`src/rtl/pipeline_hazard_controller_pkg.sv`:
```
// ---------------------------------------------------------------------------
// mips_pipe_pkg
// Shared definitions for the pipeline hazard controller slice:
//   - md_state_e   : encoding of the mult/div busy-timer FSM (IDLE=0, BUSY=1)
//   - DEF_*_CYCLES : default latencies of the multi-cycle mult/div unit
//   - pipe_ctl_t   : bundle of the four pipeline-register control strobes,
//                    plus the constant patterns for each pipeline response
//   - regMatch     : "ID source really depends on EX destination" helper
// ---------------------------------------------------------------------------
package mips_pipe_pkg;

  typedef enum logic {
    IDLE = 1'b0,
    BUSY = 1'b1
  } md_state_e;

  localparam int DEF_MULT_CYCLES = 4;
  localparam int DEF_DIV_CYCLES  = 32;

  // Control strobes driven to PC, IF/ID and ID/EX, in one bundle so the
  // response selection below is a single mux over whole patterns.
  typedef struct packed {
    logic pcWrite;
    logic ifidWrite;
    logic ifidFlush;
    logic idexBubble;
  } pipe_ctl_t;

  // Normal flow: everything moves forward.
  localparam pipe_ctl_t CTL_ADVANCE  = '{pcWrite: 1'b1, ifidWrite: 1'b1,
                                         ifidFlush: 1'b0, idexBubble: 1'b0};
  // Hold PC and IF/ID, send a nop into EX.
  localparam pipe_ctl_t CTL_STALL    = '{pcWrite: 1'b0, ifidWrite: 1'b0,
                                         ifidFlush: 1'b0, idexBubble: 1'b1};
  // Fetch from the new target, squash both the fetched and the ID instruction.
  localparam pipe_ctl_t CTL_REDIRECT = '{pcWrite: 1'b1, ifidWrite: 1'b1,
                                         ifidFlush: 1'b1, idexBubble: 1'b1};
  // Frozen PC with nops everywhere while the core is held in reset.
  localparam pipe_ctl_t CTL_RESET    = '{pcWrite: 1'b0, ifidWrite: 1'b0,
                                         ifidFlush: 1'b1, idexBubble: 1'b1};

  // $0 is hard-wired, so a "write" to it can never create a dependency.
  function automatic logic regMatch(input logic       uses,
                                    input logic [4:0] src,
                                    input logic [4:0] dst);
    return uses && (src == dst) && (dst != 5'd0);
  endfunction

endpackage

```
`src/rtl/pipeline_hazard_controller_if.sv`:
```
// ---------------------------------------------------------------------------
// pipeline_hazard_controller_if
// Bundles the ID/EX hazard inputs and the pipeline control / status outputs
// of the hazard controller.
//   master : pipeline side, drives the ID/EX decode info, observes controls
//   slave  : the hazard controller itself
// Signals:
//   ID_Rs, ID_Rt, ID_UsesRs, ID_UsesRt      ID source operands
//   ID_IsMult, ID_IsDiv, ID_ReadsHiLo       ID HI/LO related decode
//   EX_MemRead, EX_Rw, EX_Redirect          EX load / destination / redirect
//   PC_Write, IFID_Write, IFID_Flush,
//   IDEX_Bubble                             pipeline register controls
//   MD_Start, MD_Busy                       mult/div unit handshake
//   StallCount, FlushCount                  saturating event counters
// ---------------------------------------------------------------------------
interface pipeline_hazard_controller_if #(
  parameter int CNT_W = 16
);

  logic [4:0]       ID_Rs;
  logic [4:0]       ID_Rt;
  logic             ID_UsesRs;
  logic             ID_UsesRt;
  logic             ID_IsMult;
  logic             ID_IsDiv;
  logic             ID_ReadsHiLo;
  logic             EX_MemRead;
  logic [4:0]       EX_Rw;
  logic             EX_Redirect;

  logic             PC_Write;
  logic             IFID_Write;
  logic             IFID_Flush;
  logic             IDEX_Bubble;
  logic             MD_Start;
  logic             MD_Busy;
  logic [CNT_W-1:0] StallCount;
  logic [CNT_W-1:0] FlushCount;

  modport master (
    output ID_Rs, ID_Rt, ID_UsesRs, ID_UsesRt, ID_IsMult, ID_IsDiv,
           ID_ReadsHiLo, EX_MemRead, EX_Rw, EX_Redirect,
    input  PC_Write, IFID_Write, IFID_Flush, IDEX_Bubble, MD_Start, MD_Busy,
           StallCount, FlushCount
  );

  modport slave (
    input  ID_Rs, ID_Rt, ID_UsesRs, ID_UsesRt, ID_IsMult, ID_IsDiv,
           ID_ReadsHiLo, EX_MemRead, EX_Rw, EX_Redirect,
    output PC_Write, IFID_Write, IFID_Flush, IDEX_Bubble, MD_Start, MD_Busy,
           StallCount, FlushCount
  );

endinterface

```
`src/rtl/pipeline_hazard_controller_md_busy_timer.sv`:
```
// ---------------------------------------------------------------------------
// md_busy_timer
// Tracks how long the multi-cycle mult/div unit keeps HI/LO invalid.
// A start pulse in IDLE loads a down-counter with the operation latency;
// busy stays high until the cycle in which the counter reads 1, so busy is
// asserted for exactly MULT_CYCLES / DIV_CYCLES cycles after the start cycle.
// Ports:
//   clk    in   rising-edge clock
//   reset  in   synchronous active-high reset, abandons any operation
//   start  in   latch a new mult/div (only honoured in IDLE)
//   is_div in   selects the divide latency for the starting operation
//   busy   out  HI/LO result not yet valid
// ---------------------------------------------------------------------------
module md_busy_timer
  import mips_pipe_pkg::*;
#(
  parameter int MULT_CYCLES = DEF_MULT_CYCLES,
  parameter int DIV_CYCLES  = DEF_DIV_CYCLES
) (
  input  logic clk,
  input  logic reset,
  input  logic start,
  input  logic is_div,
  output logic busy
);

  localparam int            CW        = $clog2(DIV_CYCLES + 1);
  localparam logic [CW-1:0] MULT_LOAD = CW'(MULT_CYCLES);
  localparam logic [CW-1:0] DIV_LOAD  = CW'(DIV_CYCLES);
  localparam logic [CW-1:0] LAST      = CW'(1);

  md_state_e     state_q;
  logic [CW-1:0] count_q;

  // The hazard logic stalls any new mult/div while BUSY, so start is only
  // looked at in IDLE. The counter reaching 1 marks the final busy cycle.
  always_ff @(posedge clk) begin
    if (reset) begin
      state_q <= IDLE;
      count_q <= '0;
    end else begin
      case (state_q)
        IDLE: begin
          if (start) begin
            state_q <= BUSY;
            count_q <= is_div ? DIV_LOAD : MULT_LOAD;
          end
        end
        BUSY: begin
          count_q <= count_q - LAST;
          if (count_q == LAST) begin
            state_q <= IDLE;
          end
        end
        default: begin
          state_q <= IDLE;
          count_q <= '0;
        end
      endcase
    end
  end

  assign busy = (state_q == BUSY);

endmodule

```
`src/rtl/pipeline_hazard_controller.sv`:
```
// ---------------------------------------------------------------------------
// pipeline_hazard_controller
// Sequences the five-stage pipeline around hazards forwarding cannot cover:
//   - load-use : ID reads the register an EX load is about to write
//   - HI/LO    : ID touches HI/LO (or starts another mult/div) while the
//                mult/div unit is still busy
//   - redirect : taken branch/jump resolved in EX, which wins over a stall
// All pipeline controls are combinational from this cycle's inputs and the
// busy-timer state. Stall and flush cycles are counted in saturating
// counters.
// Ports:
//   CLK    in   rising-edge clock
//   Reset  in   synchronous active-high reset
//   bus    slave side of pipeline_hazard_controller_if (hazard inputs,
//          pipeline controls, mult/div handshake, event counters)
// ---------------------------------------------------------------------------
module pipeline_hazard_controller
  import mips_pipe_pkg::*;
#(
  parameter int MULT_CYCLES = DEF_MULT_CYCLES,
  parameter int DIV_CYCLES  = DEF_DIV_CYCLES,
  parameter int CNT_W       = 16
) (
  input logic                          CLK,
  input logic                          Reset,
  pipeline_hazard_controller_if.slave  bus
);

  localparam logic [CNT_W-1:0] CNT_MAX = '1;
  localparam logic [CNT_W-1:0] CNT_ONE = CNT_W'(1);

  logic             loadUse;
  logic             hiLoHazard;
  logic             stall;
  logic             mdBusy;
  logic             mdStart;
  logic             isMulDiv;
  pipe_ctl_t        ctl;
  logic [CNT_W-1:0] stallCount_q;
  logic [CNT_W-1:0] stallCount_d;
  logic [CNT_W-1:0] flushCount_q;
  logic [CNT_W-1:0] flushCount_d;

  // Hazard detection. Load-use is a one-cycle hazard: next cycle the load
  // sits in MEM and forwarding takes over. A mult/div in ID also waits for
  // a busy unit, since it would overwrite HI/LO under the running operation.
  assign isMulDiv   = bus.ID_IsMult || bus.ID_IsDiv;
  assign loadUse    = bus.EX_MemRead &&
                      (regMatch(bus.ID_UsesRs, bus.ID_Rs, bus.EX_Rw) ||
                       regMatch(bus.ID_UsesRt, bus.ID_Rt, bus.EX_Rw));
  assign hiLoHazard = mdBusy && (bus.ID_ReadsHiLo || isMulDiv);
  assign stall      = !Reset && (loadUse || hiLoHazard) && !bus.EX_Redirect;

  // Response priority: reset, then redirect (squashes the stalled
  // instruction, so stalling it would be pointless), then stall. A mult/div
  // only starts when its instruction really leaves ID.
  always_comb begin
    ctl     = CTL_ADVANCE;
    mdStart = 1'b0;
    if (Reset) begin
      ctl = CTL_RESET;
    end else if (bus.EX_Redirect) begin
      ctl = CTL_REDIRECT;
    end else if (stall) begin
      ctl = CTL_STALL;
    end else begin
      mdStart = isMulDiv;
    end
  end

  // Event counters stick at all-ones rather than wrapping, so a long run
  // never reads back as a small count.
  always_comb begin
    stallCount_d = stallCount_q;
    flushCount_d = flushCount_q;
    if (stall && (stallCount_q != CNT_MAX)) begin
      stallCount_d = stallCount_q + CNT_ONE;
    end
    if (bus.EX_Redirect && (flushCount_q != CNT_MAX)) begin
      flushCount_d = flushCount_q + CNT_ONE;
    end
  end

  // Counter registers, cleared by reset.
  always_ff @(posedge CLK) begin
    if (Reset) begin
      stallCount_q <= '0;
      flushCount_q <= '0;
    end else begin
      stallCount_q <= stallCount_d;
      flushCount_q <= flushCount_d;
    end
  end

  md_busy_timer #(
    .MULT_CYCLES (MULT_CYCLES),
    .DIV_CYCLES  (DIV_CYCLES)
  ) u_mdTimer (
    .clk    (CLK),
    .reset  (Reset),
    .start  (mdStart),
    .is_div (bus.ID_IsDiv),
    .busy   (mdBusy)
  );

  assign bus.PC_Write    = ctl.pcWrite;
  assign bus.IFID_Write  = ctl.ifidWrite;
  assign bus.IFID_Flush  = ctl.ifidFlush;
  assign bus.IDEX_Bubble = ctl.idexBubble;
  assign bus.MD_Start    = mdStart;
  assign bus.MD_Busy     = mdBusy;
  assign bus.StallCount  = stallCount_q;
  assign bus.FlushCount  = flushCount_q;

endmodule

```
`src/flat_wrapper.sv`:
```
// flat-port wrapper written by rule: the top's interface ports become plain ports
module pipeline_hazard_controller_flat import mips_pipe_pkg::*;
#(
  parameter int MULT_CYCLES = DEF_MULT_CYCLES,
  parameter int DIV_CYCLES  = DEF_DIV_CYCLES,
  parameter int CNT_W       = 16
)
  (CLK, Reset, bus_ID_Rs, bus_ID_Rt, bus_ID_UsesRs, bus_ID_UsesRt, bus_ID_IsMult, bus_ID_IsDiv, bus_ID_ReadsHiLo, bus_EX_MemRead, bus_EX_Rw, bus_EX_Redirect, bus_PC_Write, bus_IFID_Write, bus_IFID_Flush, bus_IDEX_Bubble, bus_MD_Start, bus_MD_Busy, bus_StallCount, bus_FlushCount);
  pipeline_hazard_controller_if #(.CNT_W(CNT_W)) bus_i ();
  input logic CLK;
  input logic Reset;
  input wire logic [$bits(bus_i.ID_Rs)-1:0] bus_ID_Rs;
  input wire logic [$bits(bus_i.ID_Rt)-1:0] bus_ID_Rt;
  input wire logic [$bits(bus_i.ID_UsesRs)-1:0] bus_ID_UsesRs;
  input wire logic [$bits(bus_i.ID_UsesRt)-1:0] bus_ID_UsesRt;
  input wire logic [$bits(bus_i.ID_IsMult)-1:0] bus_ID_IsMult;
  input wire logic [$bits(bus_i.ID_IsDiv)-1:0] bus_ID_IsDiv;
  input wire logic [$bits(bus_i.ID_ReadsHiLo)-1:0] bus_ID_ReadsHiLo;
  input wire logic [$bits(bus_i.EX_MemRead)-1:0] bus_EX_MemRead;
  input wire logic [$bits(bus_i.EX_Rw)-1:0] bus_EX_Rw;
  input wire logic [$bits(bus_i.EX_Redirect)-1:0] bus_EX_Redirect;
  output wire logic [$bits(bus_i.PC_Write)-1:0] bus_PC_Write;
  output wire logic [$bits(bus_i.IFID_Write)-1:0] bus_IFID_Write;
  output wire logic [$bits(bus_i.IFID_Flush)-1:0] bus_IFID_Flush;
  output wire logic [$bits(bus_i.IDEX_Bubble)-1:0] bus_IDEX_Bubble;
  output wire logic [$bits(bus_i.MD_Start)-1:0] bus_MD_Start;
  output wire logic [$bits(bus_i.MD_Busy)-1:0] bus_MD_Busy;
  output wire logic [$bits(bus_i.StallCount)-1:0] bus_StallCount;
  output wire logic [$bits(bus_i.FlushCount)-1:0] bus_FlushCount;
  assign bus_i.ID_Rs = bus_ID_Rs;
  assign bus_i.ID_Rt = bus_ID_Rt;
  assign bus_i.ID_UsesRs = bus_ID_UsesRs;
  assign bus_i.ID_UsesRt = bus_ID_UsesRt;
  assign bus_i.ID_IsMult = bus_ID_IsMult;
  assign bus_i.ID_IsDiv = bus_ID_IsDiv;
  assign bus_i.ID_ReadsHiLo = bus_ID_ReadsHiLo;
  assign bus_i.EX_MemRead = bus_EX_MemRead;
  assign bus_i.EX_Rw = bus_EX_Rw;
  assign bus_i.EX_Redirect = bus_EX_Redirect;
  assign bus_PC_Write = bus_i.PC_Write;
  assign bus_IFID_Write = bus_i.IFID_Write;
  assign bus_IFID_Flush = bus_i.IFID_Flush;
  assign bus_IDEX_Bubble = bus_i.IDEX_Bubble;
  assign bus_MD_Start = bus_i.MD_Start;
  assign bus_MD_Busy = bus_i.MD_Busy;
  assign bus_StallCount = bus_i.StallCount;
  assign bus_FlushCount = bus_i.FlushCount;
  pipeline_hazard_controller #(.MULT_CYCLES(MULT_CYCLES), .DIV_CYCLES(DIV_CYCLES), .CNT_W(CNT_W)) u_core (.CLK(CLK), .Reset(Reset), .bus(bus_i));
endmodule
```
`config.mk`:
```
export PLATFORM = sky130hd
export DESIGN_NAME = pipeline_hazard_controller_flat
export DESIGN_NICKNAME = d
export VERILOG_FILES = /design/src/rtl/pipeline_hazard_controller_pkg.sv /design/src/rtl/pipeline_hazard_controller_if.sv /design/src/rtl/pipeline_hazard_controller_md_busy_timer.sv /design/src/rtl/pipeline_hazard_controller.sv /design/src/flat_wrapper.sv
export SDC_FILE = /design/constraint.sdc
export NUM_CORES = 1
export LEC_CHECK = 0
export BUFFER_PORTS_ARGS = -buffer_cell sky130_fd_sc_hd__buf_2
export CAP_MARGIN = 25
export CORE_ASPECT_RATIO = 1.2
export CORE_MARGIN = 2
export CORE_UTILIZATION = 50
export CTS_CLUSTER_DIAMETER = 30
export CTS_CLUSTER_SIZE = 24
export DETAILED_ROUTE_END_ITERATION = 16
export PLACE_DENSITY_LB_ADDON = 0.1
export SLEW_MARGIN = 20
export SYNTH_ARGS = -nofsm -noshare
export SYNTH_HDL_FRONTEND = slang
export SYNTH_SLANG_ARGS = --single-unit
```
`constraint.sdc`:
```
create_clock -name CLK -period 3.7 [get_ports CLK]
set_input_delay 1.11 -clock CLK [delete_from_list [all_inputs] [get_ports CLK]]
set_output_delay 1.11 -clock CLK [all_outputs]
set_load 0.02 [all_outputs]
```
## Word-level counts from Yosys, hierarchy flattened

Index checks and enable logic that the tools add are counted.

| cells by class | value |
|---|---|
| add/sub/neg operators | 3 |
| equality and inequality tests | 6 |
| muxes and demuxes | 12 |
| bitwise gates (word level) | 1 |
| reductions and logical operators | 17 |

Operators by type and width:

| kind | number |
|---|---|
| $add A16 B1 Y16 const B | 2 |
| $ne A16 B16 Y1 const B | 2 |
| $mux W4 | 3 |
| $mux W6 | 2 |
| $pmux W6 S2 | 1 |
| $eq A5 B5 Y1 | 2 |
| $logic_and A1 B1 Y1 | 10 |
| $eq A6 B1 Y1 const B | 1 |
| $sub A6 B1 Y6 const B | 1 |
| $mux W1 | 5 |
| $reduce_bool A5 Y1 | 1 |
| $logic_or A1 B1 Y1 | 4 |
| $logic_not A1 Y1 | 2 |
| $ne A2 B2 Y1 const B | 1 |
| $pmux W1 S2 | 1 |
| $not A1 Y1 | 1 |

| storage, ports and cells | value |
|---|---|
| register bits after elaboration | 39 |
| input port bits | 24 |
| output and inout bits | 38 |
| word-level logic and storage cells | 43 |

## Longest topological paths before layout

Gate-level depths: netlist of the first run.

| logic depth | value |
|---|---|
| depth after elaboration | 13 |
| depth in mapped cells | 8 |
| depth with buffers taken out | 7 |

## By module

Synthesis of the first run repeated with hierarchy kept, for this count alone.

| unflattened totals | value |
|---|---|
| cells, all modules | 247 |
| area, all modules | 2,089.5 µm² |

Modules (own cells, without submodules):

| module | instances | cells an instance | area an instance (µm²) | sequential area each (µm²) |
|---|---|---|---|---|
| pipeline_hazard_controller | 1 | 205 | 1,715.4 | 640.6 |
| md_busy_timer | 1 | 42 | 374.1 | 140.1 |

## Worst setup path after synthesis of the first run

Ideal clock, no wire load.

| timing | value |
|---|---|
| kind | input to output |
| from | input port bus_EX_Rw[1] |
| to | output port bus_PC_Write |
| arrival | 2.654 ns |
| required time | 2.590 ns |
| path slack | -0.064 ns |
| cell stages on the path | 6 |
| buffers on the path | 1 |
| cells stage by stage | or4_4 -> o21a_4 -> a21boi_0 -> nor2_1 -> nor2_1 -> buf_4 |

| between the ends | value |
|---|---|
| word-level cells in the longest chain between the ends | 11 |
| elaborated cells on any way between the ends | 15 |
| classes of those cells | 2 x eq/ne; 3 x mux; 10 x reduce/logical |

RTL lines:

| item | RTL line | source |
|---|---|---|
| from (decl) | flat_wrapper.sv:20 | `input wire logic [$bits(bus_i.EX_Rw)-1:0] bus_EX_Rw;` |
| $eq A5 B5 Y1 | pipeline_hazard_controller_pkg.sv:46 | `return uses && (src == dst) && (dst != 5'd0);` |
| $logic_and A1 B1 Y1 (2 in a row) | pipeline_hazard_controller_pkg.sv:46 |  |
| $logic_or A1 B1 Y1 * | pipeline_hazard_controller.sv:49 | `(regMatch(bus.ID_UsesRs, bus.ID_Rs, bus.EX_Rw) \|\|` |
| $logic_and A1 B1 Y1 * | pipeline_hazard_controller.sv:48 | `assign loadUse = bus.EX_MemRead &&` |
| $logic_or A1 B1 Y1 * | pipeline_hazard_controller.sv:52 | `assign stall = !Reset && (loadUse \|\| hiLoHazard) && !bus.EX_Redirect;` |
| $logic_and A1 B1 Y1 * (2 in a row) | pipeline_hazard_controller.sv:52 |  |
| $mux W4 * | pipeline_hazard_controller.sv:64 | `end else if (stall) begin` |
| $mux W4 * | pipeline_hazard_controller.sv:62 | `end else if (bus.EX_Redirect) begin` |
| $mux W4 * | pipeline_hazard_controller.sv:60 | `if (Reset) begin` |
| to (decl) | flat_wrapper.sv:22 | `output wire logic [$bits(bus_i.PC_Write)-1:0] bus_PC_Write;` |

Every way passes the cells marked *; elsewhere a longest branch is shown, timed or not.

## Worst setup path after layout of the first run

Ends and elaborated chain as after synthesis.

==> reports/results.ini, run 1 <==
[synthesis]
synth-seq-area-share_pct = 37.75
yosysUniqueCellTypes = 47
synth_nets = 272
syn_inst = 244
synth_top_area_share_pct = 37.75
ys_warn_count = 0
synthArstFlopShare_pct = 0
syn_area_per_cell_um2 = 8.476
synth_area_mm2 = 0.002068
synth_flop_cell = dfxtp_1
yosys.area.top_type = dfxtp_1
yosys-top-cells-area = dfxtp_1, xnor2_1, nor2_1
ys_ff_latch = 39
synth_edf_count = 0

[sta]
worst_pin_slew_ps = 512.9
timing.slew.headroom_pct = 65.44
final.setup.tns_ps = 0
setup-violations-final = 0
hold_viol_final = 0
rsz0062_at_grt = false
fin_skew_ps = 6.372
slew_violations = 0
period_minus_slack_ps = 3570
period_share_pct = 96.49
finalWorstSetupSlack_ps = 130.0
fmax_mhz = 280.1

[finish]
finalNonFillerCells = 367
final_common_cell = buf_2
nets = 340
fin_area_mm2 = 0.002561
layout_common_cells = buf_2, dfxtp_1, nor2_1
utilization_pct = 64.98
syn_to_final_growth_pct = 23.84
drive_gt1_share_pct = 28.75
n_antenna_cell = 0

[global_routing]
grt_pass1_wl_um = 8252
first_global_vias = 1906
grt_use_total_pct = 22.37
grt_max_degree = 41
overflow = 0
antenna_found_initial = 0

[clock_tree]
h-tree-depth = 2
cts_resized = 0
cts_setup_buffers = 0
clock_latency_ps = 290
postCtsHoldBufs = 0
ctsRootBufferMaster = clkbuf_8
cts.sinks = 39
cts.path.max_buffers = 2
cts_tree = yes
cts_made_buffers = 5
cts.clk_slew.worst_paths_ps = 70

[placed_design]
placed_area_mm2 = 0.002457
place_congestion = 0.8852
portBuffers = 61
hpwl_um = 3551
dp_cells = 359
pre_cts_slack_ps = 23.73

[critical_path]
path_common_cell = buf_2
ff2ff_path_depth = 7
arrival_ps = 2460
critPathRequiredTime_ps = 2590
reg2reg_slack_ps = 1420
timing.setup.critical_path_class = input port to output port
worstSetupEndpoint = bus_PC_Write
critPathSlowestCell = or4_4
crit_path_start_kind = input port
worstSetupStartpoint = bus_EX_Rw[1]
path_cells = buf_2 > or4_4 > o21a_4 > a21boi_2 > nor2_1 > nor2_2 > buf_2
critPathMaxStageDelay_ps = 530
critPathMaxFanout = 3
r2r-end = u_core.bus.StallCount[8]
regToRegStartpoint = u_core.bus.StallCount[0]
endpoint_kind = output port

[routing]
drcViolationCount = 0
wl_per_cell_um = 12.89
first_pass_iters = 4
num_vias = 2016
via_per_inst = 5.493
drt-initial-drc-count = 169
ant_nets = 0
wl_um = 4729

[floorplanning]
core_mm2 = 0.003941
ios = 62
start_util_pct = 52.48
die_y_um = 74.46
die-area_mm2 = 0.004669
row_count = 25
die_w_um = 62.71

[power]
leakagePower_uw = 0.001045
peakVddDrop_mv = 0.2117
powerDensity_mw_per_mm2 = 334.9

[run_status]
outcome = complete, no violations

[hold_path]
hold_class = register to register

[run]
maxCapViolations = 0

report_power, final:
| part | leakage, µW | internal, µW | switching (µW) | total (µW) |
|---|---|---|---|---|
| sequential | 0.000315 | 429 | 10.1 | 439 |
| clock | 0.0000515 | 170 | 143 | 313 |
| combinational | 0.000678 | 46.5 | 58.7 | 105 |
per-stage QoR:
| stage | hold WS [ps] | total power (µW) |
|---|---|---|
| floorplan | 472.8 | 513.0 |
| global placement | 496.3 | 551.8 |
| detailed placement | 486.6 | 553.3 |
| CTS | 496.7 | 865.8 |
| global route | 540.2 | 893.1 |
| finish | 501.9 | 857.6 |
worst min path at each step:
stage	startpoint	endpoint	slack (ps)	cells past startpoint
after global placement	u_core.bus.StallCount[15]	u_core.bus.StallCount[15]	500	2
after CTS	u_core.bus.StallCount[15]	u_core.bus.StallCount[15]	500	2
after detailed placement	u_core.bus.StallCount[15]	u_core.bus.StallCount[15]	490	2
after floorplan	u_core.u_mdTimer.count_q[2]	u_core.u_mdTimer.count_q[2]	470	2
final	u_core.bus.StallCount[15]	u_core.bus.StallCount[15]	500	2
after global routing	u_core.u_mdTimer.count_q[5]	u_core.u_mdTimer.count_q[5]	540	2
sequential cells by signal, indices dropped and copies added (netlist names):
register                  count
u_core.bus.FlushCount        16
u_core.bus.StallCount        16
u_core.u_mdTimer.count_q      6
u_core.u_mdTimer.busy         1
metal layers:
layer,up-vias,wire length (µm),GRT usage (%)
met5,-,0,0
met3,7,204,5.749
met1,951,2004,25.40
met4,0,85,8.148
li1,1016,-,-
met2,42,2435,41.10
worst max-delay path: cells and delay by family:
kind | cells | cell delay, ps
AO/OA/AOI/OAI | 2 | 380
AND/OR/NAND/NOR | 3 | 670
buffers and inverters | 2 | 280
cell families after synthesis:
| group | share of synthesized area [%] |
|---|---|
| simple gates | 27.83 |
| compound gates | 15.85 |
| flops | 37.75 |
| xor+xnor | 10.59 |
| buf+inv | 3.508 |
| mux | 2.057 |
| fa+ha+maj | 2.420 |
synth_stat cells (4+ instances only):
cell type and n:
a21oi_1 14, and4_1 5, dfxtp_1 39, ha_1 4, inv_1 9, nand2_1 16, nand3_1 12, nand4_1 10
nor2_1 30, nor3_1 4, o21ai_0 13, o31ai_1 5, or3_1 12, xnor2_1 17, xor2_1 8
layout make-up:
cell class / count / area [µm²]
inverter: 9 / 33.78
timing repair buffer: 68 / 357.8
multi-input combinational: 189 / 1221
clock buffer: 8 / 100.1
tap: 54 / 67.56
sequential: 39 / 780.7
fill: 373 / 1380
(Power assumes the default switching activity.)
==> run 2: changes to the inputs <==
- CORE_UTILIZATION: 50 -> 51
- clock period: 3.7 -> 3.3 ns (I/O delays scaled with it)
==> run 2 against run 1 <==
Compared with the run above: the run now ends with setup timing left; non-clock buffer count up 3; count of clock-buffer cells in the layout shrank 3; sequential power rose by 12%; die area fell by 1.8%; critical endpoint is now bus_IFID_Write; largest cell class unchanged; highest routed layer unchanged.
==> reports/results.ini, run 2 (same netlist as run 1, synthesis figures left out) <==
[finish]
finalNonFillerCells = 370
n_antenna_cell = 0
final_common_cell = buf_2
layout_common_cells = buf_2, dfxtp_1, nor2_1
nets = 343
drive_gt1_share_pct = 29.75
syn_to_final_growth_pct = 26.74

[floorplanning]
row_count = 25
die_w_um = 62.14
core_mm2 = 0.003910
start_util_pct = 52.90
ios = 62
die_y_um = 73.76
die-area_mm2 = 0.004583

[routing]
num_vias = 2023
drcViolationCount = 0
ant_nets = 0
via_per_inst = 5.468
wl_um = 4753
drt-initial-drc-count = 178
wl_per_cell_um = 12.85
first_pass_iters = 5

[clock_tree]
cts.path.max_buffers = 2
cts.clk_slew.worst_paths_ps = 80
ctsRootBufferMaster = clkbuf_8
cts_made_buffers = 5
postCtsHoldBufs = 0
h-tree-depth = 2
cts.sinks = 39
cts_tree = yes
clock_latency_ps = 290

[critical_path]
critPathSlowestCell = or4_4
critPathMaxFanout = 3
arrival_ps = 2380
critPathRequiredTime_ps = 2310
critPathBufInv = 2
path_cells = buf_6 > or4_4 > o21a_4 > a21boi_2 > nor2_1 > nor2_2 > buf_6
critical-path-top-delay-family = simple AND/OR/NAND/NOR gates
endpoint_kind = output port
crit_path_start_kind = input port
path_common_cell = buf_6
timing.setup.critical_path_class = input port to output port
critPathMaxStageDelay_ps = 530

[placed_design]
place_congestion = 0.7780
portBuffers = 61
dp_cells = 361
hpwl_um = 3478
pre_cts_slack_ps = -70.56

[sta]
rsz0062_at_grt = true
worst_pin_slew_ps = 521.3
final.setup.tns_ps = -186.9
hold_viol_final = 0
timing.slew.headroom_pct = 64.88
finalWorstSetupSlack_ps = -74.45
setup-violations-final = 3
slew_violations = 0
period_share_pct = 102.3
fin_skew_ps = 7.431
period_minus_slack_ps = 3374
fin_hold_ws_ps = 502.7
fmax_mhz = 296.3

[global_routing]
overflow = 0
antenna_found_initial = 0
grt_max_degree = 41
grt_use_total_pct = 21.84
grt_pass1_wl_um = 7907
first_global_vias = 1799

[hold_path]
hold_class = register to register

[run_status]
outcome = finished with violations
failed_checks = setup timing

[power]
peakVddDrop_mv = 0.2551
leakagePower_uw = 0.001074
p_total_uw = 1013
powerDensity_mw_per_mm2 = 386.4

[run]
maxCapViolations = 0

[run 2: changes by cell type in the layout (fill, tap and decap cells not counted), sizes merged]
cell    delta
bufinv     +1
clkbuf     -3
clkinv     +2
buf        +3
[run 2: final cells by class]
type                    instances  area (µm²)
fillers                       363        1289
clock inverters                 3       43.79
inverters                       9       33.78
well taps                      54       67.56
repair buffers                 71       405.4
multi-input cells             189        1221
clock buffers                   5       68.82
flip-flops and latches         39       780.7
[run 2: per-layer routing]
layer | track usage, % | wire, µm | up-vias
met5 | 0 | 0 | -
met4 | 10.62 | 96 | 0
met3 | 5.360 | 241 | 9
met2 | 39.49 | 2407 | 48
met1 | 24.31 | 2008 | 952
li1 | - | - | 1014
[run 2: path summary, 6_finish.rpt]
check / depth (start not counted) / from / slack (ps) / to
setup / recovery: 7 / bus_EX_Rw[4] / -70 / bus_IFID_Write
hold / removal: 2 / u_core.bus.StallCount[15] / 500 / u_core.bus.StallCount[15]
setup reg to reg: 7 / u_core.bus.StallCount[0] / 1010 / u_core.bus.StallCount[8]
hold reg to reg: 2 / u_core.bus.StallCount[15] / 500 / u_core.bus.StallCount[15]
[run 2: through the flow]
| stage | area [µm²] | utilization (%) |
|---|---|---|
| after floorplan | 2078 | - |
| after global placement | 2476 | 63.33 |
| after detailed placement | 2476 | 63.33 |
| after CTS | 2610 | 66.75 |
| after global routing | 2621 | 67.04 |
| final | 2621 | 67.04 |
[run 2: worst register-to-register path: stages (launching register included)]
cell       delay (ps)
dfxtp_1           360
ha_1              240
nand3_2           130
or3_1             170
a2bb2oi_1         350
nand3_2           330
or4_1             490
a21oi_1           150
[run 2: power breakdown]
group	total [µW]	internal (µW)	switching [µW]
combinational	125	58.0	67.2
sequential	492	481	10.9
clock	396	225	171
total	1010	764	249
[run 2: what timing repair did]
| action | 4_1_cts | 5_1_grt |
|---|---|---|
| pin swaps | 5 | 5 |
| gates resized for setup | 6 | 1 |
| buffers inserted | 0 | 1 |
| endpoints found under the setup margin | 3 | 3 |
| endpoints found under the hold margin | 0 | 0 |
==> run 3: changes to the inputs <==
- CORE_UTILIZATION: 51 -> 45
- CTS_CLUSTER_DIAMETER: 30 -> 200
==> run 3 against run 2 <==
Compared with the run above: the run still ends with setup timing left; sequential cell count is the same; via count down 1.6%; combinational power is essentially flat; maximum frequency up 1.8%; sequential power about the same; clock power down 27%; first-iteration DRC count shrank 37%; count of clock-buffer cells in the layout grew 1; setup slack improved by 61 ps; total power fell by 10%; core utilization fell by 9.3 points; critical path type unchanged; sequential share of layout area up 0.33 points.
==> reports/results.ini, run 3 (same netlist as run 1, synthesis figures left out) <==
[global_routing]
antenna_found_initial = 0
grt_use_total_pct = 20.41
overflow = 0
first_global_vias = 1903
grt_max_degree = 41
grt_pass1_wl_um = 8355

[sta]
setup-violations-final = 2
worst_pin_slew_ps = 521.8
rsz0062_at_grt = true
hold_viol_final = 0
fin_hold_ws_ps = 514.7
fmax_mhz = 301.8
period_share_pct = 100.4
period_minus_slack_ps = 3313
timing.slew.headroom_pct = 64.84
slew_violations = 0
fin_skew_ps = 4.066
finalWorstSetupSlack_ps = -13.22

[critical_path]
reg2reg_slack_ps = 1040
worstSetupEndpoint = bus_IFID_Write
arrival_ps = 2320
critPathRequiredTime_ps = 2310
timing.setup.critical_path_class = input port to output port
worstSetupStartpoint = bus_EX_Rw[1]
r2r-end = u_core.bus.StallCount[8]
ff2ff_path_depth = 7
endpoint_kind = output port
crit_path_start_kind = input port
regToRegStartpoint = u_core.bus.StallCount[0]
critPathMaxFanout = 3

[power]
leakagePower_uw = 0.001049
p_total_uw = 908.5
powerDensity_mw_per_mm2 = 350.4
peakVddDrop_mv = 0.2286

[finish]
fin_area_mm2 = 0.002592
drive_gt1_share_pct = 29.39
layout_common_cells = buf_2, dfxtp_1, nor2_1
fillers = 453
syn_to_final_growth_pct = 25.35
n_antenna_cell = 0
nets = 342
final_common_cell = buf_2

[clock_tree]
cts.path.max_buffers = 2
cts.sinks = 39
postCtsHoldBufs = 0
clock_latency_ps = 280
cts_made_buffers = 5
cts.clk_slew.worst_paths_ps = 70
ctsRootBufferMaster = clkbuf_8
h-tree-depth = 2
cts_tree = yes

[routing]
ant_nets = 0
wl_um = 4881
first_pass_iters = 4
wl_per_cell_um = 13.16
via_per_inst = 5.364
drt-initial-drc-count = 112
num_vias = 1990
drcViolationCount = 0

[hold_path]
hold_class = register to register

[floorplanning]
start_util_pct = 46.03
die-area_mm2 = 0.005156
core_mm2 = 0.004493
row_count = 27
die_w_um = 65.89
die_y_um = 78.27
ios = 62

[run_status]
failed_checks = setup timing
outcome = finished with violations

[placed_design]
place_congestion = 0.7877
portBuffers = 61
hpwl_um = 3574
placed_area_mm2 = 0.002481

[run]
maxCapViolations = 0

[run 3: stage by stage]
step	setup slack (ps)	utilization [%]	TNS, ps	cells
floorplan	-39.70	-	-39.70	244
global placement	-74.78	55.22	-149.2	365
detailed placement	-64.57	55.22	-129.8	365
CTS	-41.06	57.31	-81.91	371
global route	-56.70	57.70	-122.8	371
finish	-13.22	57.70	-23.91	371
[run 3: routing by layer]
layer	global-route usage [%]	part of all wire, %
met5	0	0
met4	6.667	1.5
met3	4.298	3.6
met2	36.06	52
met1	24.13	43
[run 3: repair_timing]
item / CTS / global route
endpoints found under the setup margin: 3 / 3
resized for setup: 6 / 4
buffers inserted: 0 / 0
pin swaps: 1 / 1
[run 3: report_power, final]
part | total, µW | switching, µW | internal, µW | leakage [µW]
sequential | 492 | 11.3 | 481 | 0.000315
clock | 290 | 149 | 141 | 0.0000371
combinational | 126 | 68.4 | 58.1 | 0.000696
[run 3: final cells by class]
| cell class | count | area [µm²] | area share [%] |
|---|---|---|---|
| Sequential cell | 39 | 780.7 | 30.12 |
| Clock buffer | 6 | 72.57 | 2.799 |
| Tap cell | 58 | 72.57 | 2.799 |
| Multi-Input combinational cell | 189 | 1235 | 47.63 |
| Timing Repair Buffer | 70 | 397.9 | 15.35 |
| Inverter | 9 | 33.78 | 1.303 |
[run 3: worst min-delay path by stage]
stage / from / to / slack, ps / depth (start not counted)
final: u_core.u_mdTimer.count_q[5] / u_core.u_mdTimer.count_q[5] / 510 / 2
after global routing: u_core.u_mdTimer.count_q[2] / u_core.u_mdTimer.count_q[2] / 530 / 2
after CTS: u_core.u_mdTimer.count_q[2] / u_core.u_mdTimer.count_q[2] / 510 / 2
after detailed placement: u_core.u_mdTimer.count_q[2] / u_core.u_mdTimer.count_q[2] / 500 / 2
after global placement: u_core.bus.StallCount[15] / u_core.bus.StallCount[15] / 500 / 2
after floorplan: u_core.u_mdTimer.count_q[2] / u_core.u_mdTimer.count_q[2] / 470 / 2
[run 3: critical path: stages]
cell and delay (ps):
buf_6 90, or4_4 530, o21a_4 230, a21boi_2 160
nor2_2 70, nor2_4 110, buf_6 130
